## src/rtl/fetch_unit.sv

```systemverilog
// -----------------------------------------------------------------------------
// fetch_unit
//   Instruction-fetch stage feeding the IF/ID pipeline buffer. Owns the PC and
//   keeps at most one request in flight to a variable-latency instruction
//   memory. It presents a registered {pc, instr} bundle that the IF/ID buffer
//   samples on every edge where hold is low. Empty slots are all-zero bubbles.
//
// Ports
//   i_clk          clock, all state updates on posedge
//   i_rst_n        asynchronous active-low reset
//   i_hold         downstream stall; presented bundle is frozen while high
//   i_redirect     taken branch/jump pulse; i_redirect_pc is the new PC
//   i_halt         stop issuing fetches (left only via redirect or reset)
//   o_imem_req     one-cycle request strobe, o_imem_addr is the PC register
//   i_imem_valid   one-cycle response strobe carrying i_imem_data
//   o_if_valid     bundle holds a real instruction
//   o_if_pc        address of the presented instruction
//   o_if_pc_next   o_if_pc + PC_STEP (wraps)
//   o_if_instr     presented instruction, zero when o_if_valid is low
// -----------------------------------------------------------------------------
module fetch_unit #(
   parameter int unsigned          ADDR_W   = 16,
   parameter int unsigned          INSTR_W  = 16,
   parameter logic [ADDR_W-1:0]    RESET_PC = '0,
   parameter int unsigned          PC_STEP  = 2
) (
   input  logic                i_clk,
   input  logic                i_rst_n,
   input  logic                i_hold,
   input  logic                i_redirect,
   input  logic [ADDR_W-1:0]   i_redirect_pc,
   input  logic                i_halt,
   output logic                o_imem_req,
   output logic [ADDR_W-1:0]   o_imem_addr,
   input  logic [INSTR_W-1:0]  i_imem_data,
   input  logic                i_imem_valid,
   output logic                o_if_valid,
   output logic [ADDR_W-1:0]   o_if_pc,
   output logic [ADDR_W-1:0]   o_if_pc_next,
   output logic [INSTR_W-1:0]  o_if_instr
);

   typedef enum logic [2:0] {
      S_IDLE,
      S_REQ,
      S_WAIT,
      S_PRESENT,
      S_DRAIN,
      S_HALTED
   } state_t;

   state_t               r_state, w_state_nx;
   logic [ADDR_W-1:0]    r_pc, w_pc_nx;
   logic                 r_if_valid, w_if_valid_nx;
   logic [ADDR_W-1:0]    r_if_pc, w_if_pc_nx;
   logic [ADDR_W-1:0]    r_if_pc_next, w_if_pc_next_nx;
   logic [INSTR_W-1:0]   r_if_instr, w_if_instr_nx;

   logic [ADDR_W-1:0]    w_pc_inc;
   state_t               w_enter_req;

   assign w_pc_inc    = r_pc + ADDR_W'(PC_STEP);
   // Any non-redirect move into REQ is diverted to HALTED when halt is high,
   // so no request is ever issued once halt has been seen.
   assign w_enter_req = i_halt ? S_HALTED : S_REQ;

   always_ff @(posedge i_clk or negedge i_rst_n) begin
      if (!i_rst_n) begin
         r_state      <= S_IDLE;
         r_pc         <= RESET_PC;
         r_if_valid   <= 1'b0;
         r_if_pc      <= '0;
         r_if_pc_next <= '0;
         r_if_instr   <= '0;
      end else begin
         r_state      <= w_state_nx;
         r_pc         <= w_pc_nx;
         r_if_valid   <= w_if_valid_nx;
         r_if_pc      <= w_if_pc_nx;
         r_if_pc_next <= w_if_pc_next_nx;
         r_if_instr   <= w_if_instr_nx;
      end
   end

   always_comb begin
      w_state_nx      = r_state;
      w_pc_nx         = r_pc;
      w_if_valid_nx   = r_if_valid;
      w_if_pc_nx      = r_if_pc;
      w_if_pc_next_nx = r_if_pc_next;
      w_if_instr_nx   = r_if_instr;

      if (i_redirect) begin
         // Redirect wins over hold/halt: new PC, bubble out this edge.
         w_pc_nx         = i_redirect_pc;
         w_if_valid_nx   = 1'b0;
         w_if_pc_nx      = '0;
         w_if_pc_next_nx = '0;
         w_if_instr_nx   = '0;
         case (r_state)
            S_REQ:   w_state_nx = S_DRAIN;
            // A response landing with the redirect is dropped and nothing is
            // left in flight, so a fresh request can go out immediately.
            S_WAIT,
            S_DRAIN: w_state_nx = i_imem_valid ? S_REQ : S_DRAIN;
            default: w_state_nx = S_REQ;
         endcase
      end else begin
         case (r_state)
            S_IDLE:    w_state_nx = w_enter_req;
            S_REQ:     w_state_nx = S_WAIT;
            S_WAIT: begin
               if (i_imem_valid) begin
                  w_if_valid_nx   = 1'b1;
                  w_if_pc_nx      = r_pc;
                  w_if_pc_next_nx = w_pc_inc;
                  w_if_instr_nx   = i_imem_data;
                  w_pc_nx         = w_pc_inc;
                  w_state_nx      = S_PRESENT;
               end
            end
            S_PRESENT: begin
               // Buffer consumes on this edge when hold is low.
               if (!i_hold) begin
                  w_if_valid_nx   = 1'b0;
                  w_if_pc_nx      = '0;
                  w_if_pc_next_nx = '0;
                  w_if_instr_nx   = '0;
                  w_state_nx      = w_enter_req;
               end
            end
            // Stale response of a redirected fetch: throw it away.
            S_DRAIN:   if (i_imem_valid) w_state_nx = w_enter_req;
            S_HALTED:  w_state_nx = S_HALTED;
            default:   w_state_nx = S_IDLE;
         endcase
      end
   end

   assign o_imem_req   = (r_state == S_REQ);
   assign o_imem_addr  = r_pc;
   assign o_if_valid   = r_if_valid;
   assign o_if_pc      = r_if_pc;
   assign o_if_pc_next = r_if_pc_next;
   assign o_if_instr   = r_if_instr;

endmodule
```

## config.mk

```make
export PLATFORM = sky130hd
export DESIGN_NAME = fetch_unit
export DESIGN_NICKNAME = d
export VERILOG_FILES = /design/src/rtl/fetch_unit.sv
export SDC_FILE = /design/constraint.sdc
export NUM_CORES = 1
export LEC_CHECK = 0
export CORE_MARGIN = 10
export CORE_UTILIZATION = 30
export CTS_CLUSTER_DIAMETER = 30
export DETAILED_ROUTE_END_ITERATION = 6
export PLACE_DENSITY = 0.69
export SLEW_MARGIN = 15
export SYNTH_ARGS = -nofsm -noshare
export SYNTH_HDL_FRONTEND = slang
export SYNTH_SLANG_ARGS = --single-unit
```

## constraint.sdc

```tcl
create_clock -name i_clk -period 1.6 [get_ports i_clk]
set_input_delay 0.4 -clock i_clk [delete_from_list [all_inputs] [get_ports i_clk]]
set_output_delay 0.4 -clock i_clk [all_outputs]
set_load 0.005 [all_outputs]
```

; Word-level counts from Yosys, hierarchy flattened
; Index checks and enable logic that the tools add are counted.
[totals]
regBits = 68
output_inout_bits = 66
elab_cells = 47
in_bits = 38
[classes]
reduce_logical = 8
n_addsub = 1
eq_ne = 8
mux = 24
[ops]
columns = cell, count
row1 = 16-bit two-way mux, 9
row2 = 16-bit case mux with 2 select lines, 3
row3 = 3-bit two-way mux, 6
row4 = 3-bit case mux with 6 select lines, 1
row5 = "16-bit by 2-bit adder with 16-bit output, second input constant", 1
row6 = "3-bit inequality test, second input constant", 3
row7 = "3-bit by 2-bit == test with 1-bit output, second input constant", 2
row8 = "3-bit == test, second input constant", 2
row9 = 3-bit case mux with 2 select lines, 1
row10 = 3-bit AND reduction, 2
row11 = 2-bit nonzero test, 2
row12 = "3-bit by 1-bit == test with 1-bit output, second input constant", 1
row13 = 3-bit zero test, 1
row14 = 1-bit two-way mux, 3
row15 = 3-bit nonzero test, 1
row16 = 1-bit case mux with 2 select lines, 1
row17 = 2-bit AND reduction, 1
row18 = 2-bit OR reduction, 1

; Depth between registers and ports, before layout
[logic_depth]
word_depth = 4
mapped_depth = 6
depth_no_buf = 5

; Worst setup path before layout
; No wires, ideal clock.
[synth_timing]
path_type = reg-to-reg
from = register r_pc[1], in the netlist o_imem_addr[1]
to = register r_pc[11], in the netlist o_imem_addr[11]
period_less_slack_ns = 1.501
setup_time_ns = 0.143
stages_incl_launch_ff = 6
slack_ns = 0.099
t_required_ns = 1.457
t_arrival_ns = 1.357
n_path_buf = 0
cell_sequence = dfrtp_1 -> ha_1 -> nand2_1 -> nor4_1 -> xnor2_1 -> o221ai_1
[synth_via]
elab_chain_len = 4
[synth_lines]
columns = item, line
row1 = start: declaration, 53  ; logic [ADDR_W-1:0] r_pc, w_pc_nx;
row2 = start signal: assignment, 77  ; r_pc <= w_pc_nx;
row3 = 16-bit by 2-bit adder with 16-bit output, 62  ; assign w_pc_inc = r_pc + ADDR_W'(PC_STEP);
row4 = 16-bit two-way mux, 113  ; if (i_imem_valid) begin
row5 = 16-bit two-way mux, 109  ; case (r_state)
row6 = 16-bit two-way mux, 93  ; if (i_redirect) begin
; Every way passes these cells. The select of a mux whose other input is x is not followed.
; A chain may end at the register's enable or synchronous reset.

; Worst setup path after layout
[layout_timing]
from = register r_state[0]
to = register r_if_instr[0], in the netlist o_if_instr[0]
[layout_via]
elab_chain_len = 3
word_cells_on_any_way = 8
classes_between = eq/ne (4) / mux (2) / reduce/logical (2)
[layout_lines]
columns = item, line
row1 = start: declaration, 52  ; state_t r_state, w_state_nx;
row2 = start signal: assignment, 76  ; r_state <= w_state_nx;
row3 = 3-bit by 2-bit == test with 1-bit output, 109
row4 = "3-bit inequality test (no line), or another cell as far along", n/a
row5 = 3-bit AND reduction (no line) or 16-bit two-way mux (tied branches), n/a
row6 = end signal: assignment, 81  ; r_if_instr <= w_if_instr_nx;
row7 = end: declaration, 57  ; logic [INSTR_W-1:0] r_if_instr, w_if_instr_nx;
; Parallel ways exist; a longest one is shown, timed or not.

==> metrics <==
fin crit period 1550 ps; # DRC 0; WS Path Type flip-flop to flip-flop; top_reg_cell synth dfrtp_1; measured slew at the worst slew-check pin between 300 and 400 ps; Layout Nets about 450; Max VDD drop between 0.0004 and 0.0005 V; critical-path maximum fanout 13; P_leak between 2 and 2.5 nW; Distinct cells, synth 46; Post-synth ARST share 100%; pwr dens 985 mW/mm^2; CP Launch Type flip-flop; vias per cell 4.90; row count 36; Worst EP required between 1500 and 2000 ps; number of synthesized flops with an enable pin 0; Switch Pwr ~1.4 mW; Logic pwr share between 20% and 30%; share of layout cells above drive strength 1 27.1%; GRT overflow 0; unrepaired setup endpoints after global routing yes; Top Ports 104; setup tns final 0 ps; DR vias 2,680; reg-to-reg startpoint r_state[0]$_DFFE_PN0P_; clock transition at the registers of the reported paths about 80 ps; post-route ant nets 0; worst-skew pair later-pin latency approximately 350 ps; status completed; Layout area overhead 59.8%; initial antenna violation count 0; Slew headroom around three quarters; fmax between 600 and 700 MHz; first-pass GRT wire length around 15 mm; largest net degree at the start of global routing 68; Synth area leader dfrtp_1; Reg-to-Reg End o_if_instr[0]$_DFFE_PN0P_; routed len/inst 18.2 um; clock sinks 67; CTS root buf clkbuf_8; Mean Syn Cell Area between 10 and 15 um^2; GRT Overall Usage roughly an eighth; Max Cap Violations 0; top cell type's share of synthesized area a little over half; chip width between 100 and 150 um; I/O Buffers 103; gpl congestion between 0.8 and 0.9; vias in the first global route between 2,000 and 3,000; htree depth 3; Hold Path Class input port to async pin; Sequential Power Share 39.6%; Finished Core Util roughly half; CTS tree yes; Clock Path Buffers 2; DP Worst Slack -345 ps; die area ~0.015 mm^2; final hold vios 0; Synth area leaders dfrtp_1, a22o_1, xnor2_1, nand2_1, o2bb2ai_1; Cells after Synth roughly 260; fillers between 800 and 900; worst setup margin 47.3 ps; Reg2Reg Depth 7; crit path DAT 1830 ps; hold buffers post-CTS 0; synth warn 0; CP Launch Point r_state[0]$_DFFE_PN0P_; CP Capture Type flip-flop; sequential share of the synthesized area between 50% and 60%; antenna cells 0; register bit total from synthesis 67; Int Pwr between 3 and 4 mW; CTS buffer count 9; die height around 120 um; crit share post-route between 90% and 100%; Mapped Nets 301; clock network fraction of design power about a third; switching share of total power 29.6%; starting density of the core between 30% and 40%; endpoints failing setup 0; hold_ws ~57 ps; initial DRC count between 150 and 200; setup slack, reg-to-reg between 40 and 50 ps; post-DP HPWL ~6.9 mm; core area approximately 0.01 mm^2; final WL ~10 mm; Final Max Slew Viols 0; Setup Skew 8.53 ps; DRT Pass-1 Iters 4; synthesized cell area between 0.003 and 0.004 mm^2
==> what timing repair did <==
action | CTS | global route
setup endpoints to repair | 68 | 52
setup buffers | 18 | 2
pin swaps | 0 | 3
gates resized for setup | 79 | 22
cloned | 0 | 3
==> registers in the layout (all words and copies together), names as in the netlist <==
register	flops
o_if_instr	16
o_if_pc	16
o_imem_addr	16
o_if_pc_next	15
r_state	3
o_if_valid	1
==> metal layers <==
metal	global-route usage [%]	share of wire (%)
met4	4.07	0.85
met5	0	0
met3	4.93	9.1
met1	16.4	43
met2	20.0	47
==> cells in the final DEF, fill, tap and decap left out, types with 9 or more instances in the layout <==
cell and n:
o2bb2ai_1 9, clkdlybuf4s50_1 36, clkbuf_8 9, nand2_1 27, dfrtp_1 56, a22o_1 39, dfrtp_2 11, buf_4 46
xnor2_1 17, dlygate4sd2_1 64
==> power groups by stage <==
stage	Sequential, mW	Clock [mW]	Combinational (mW)
after floorplan	1.97	0	0.604
after global placement	1.98	0	1.23
after detailed placement	1.99	0	1.25
after CTS	1.91	1.59	1.31
after global routing	1.93	1.67	1.49
final	1.91	1.55	1.36
==> final cells by class <==
type	count	area, um^2	area share, %
flip-flops and latches	67	1690	34.5
repair buffers	162	1500	30.6
multi-input cells	166	1320	26.9
well taps	133	166	3.40
clock buffers	9	124	2.53
clock inverters	7	92.6	1.89
inverters	3	11.3	0.230
==> synth_stat cells (2+ instances only) <==
library cell	instances
xnor2_1	17
nand3_2	2
xor2_1	3
inv_1	3
o21ai_0	7
a21oi_1	4
buf_2	9
clkbuf_1	6
or3_1	2
nor2_1	5
dfrtp_1	67
buf_6	2
nor3_1	8
nor3b_1	2
o2bb2ai_1	9
nand3_1	3
o221ai_2	2
buf_4	8
nand4_1	3
nand2_1	28
o221ai_1	4
a22o_1	39
nor3_2	2
nor4_1	4
o21ai_1	2
==> worst max path at each step <==
stage / slack [ps] / to / cells past startpoint
after CTS: -40 / o_imem_req / 2
final: 50 / o_if_instr[0]$_DFFE_PN0P_ / 7
after floorplan: 100 / o_imem_addr[11]$_DFFE_PN0P_ / 5
after global routing: -20 / o_imem_req / 2
after global placement: -320 / o_imem_addr[15]$_DFFE_PN0P_ / 5
after detailed placement: -340 / o_if_pc[8]$_DFFE_PN0P_ / 6
==> kinds of logic (layout without fill, tap and decap cells) <==
kind of cell | after synthesis | after routing | synth area share, %
xor+xnor | 20 | 20 | 5.71
buf+inv | 29 | 181 | 5.43
fa+ha+maj | 1 | 1 | 0.408
simple gates | 70 | 70 | 13.5
flops | 67 | 67 | 54.7
mux | 2 | 2 | 0.694
compound gates | 73 | 73 | 19.5
==> per-stage QoR <==
step | std cells | power, mW | cell area (um^2)
global placement | 508 | 3.21 | 4440
floorplan | 262 | 2.57 | 3070
finish | 547 | 4.83 | 4900
CTS | 542 | 4.80 | 4740
global route | 547 | 5.10 | 4900
detailed placement | 508 | 3.23 | 4440
==> worst max-delay path, cell delays in order, from the launching register on <==
cell	delay (ps)
dfrtp_1	390
buf_6	150
nand2b_1	160
buf_4	150
nor3_4	180
buf_6	170
clkbuf_16	160
a22o_1	130
Power figures use the tool's default switching activity.
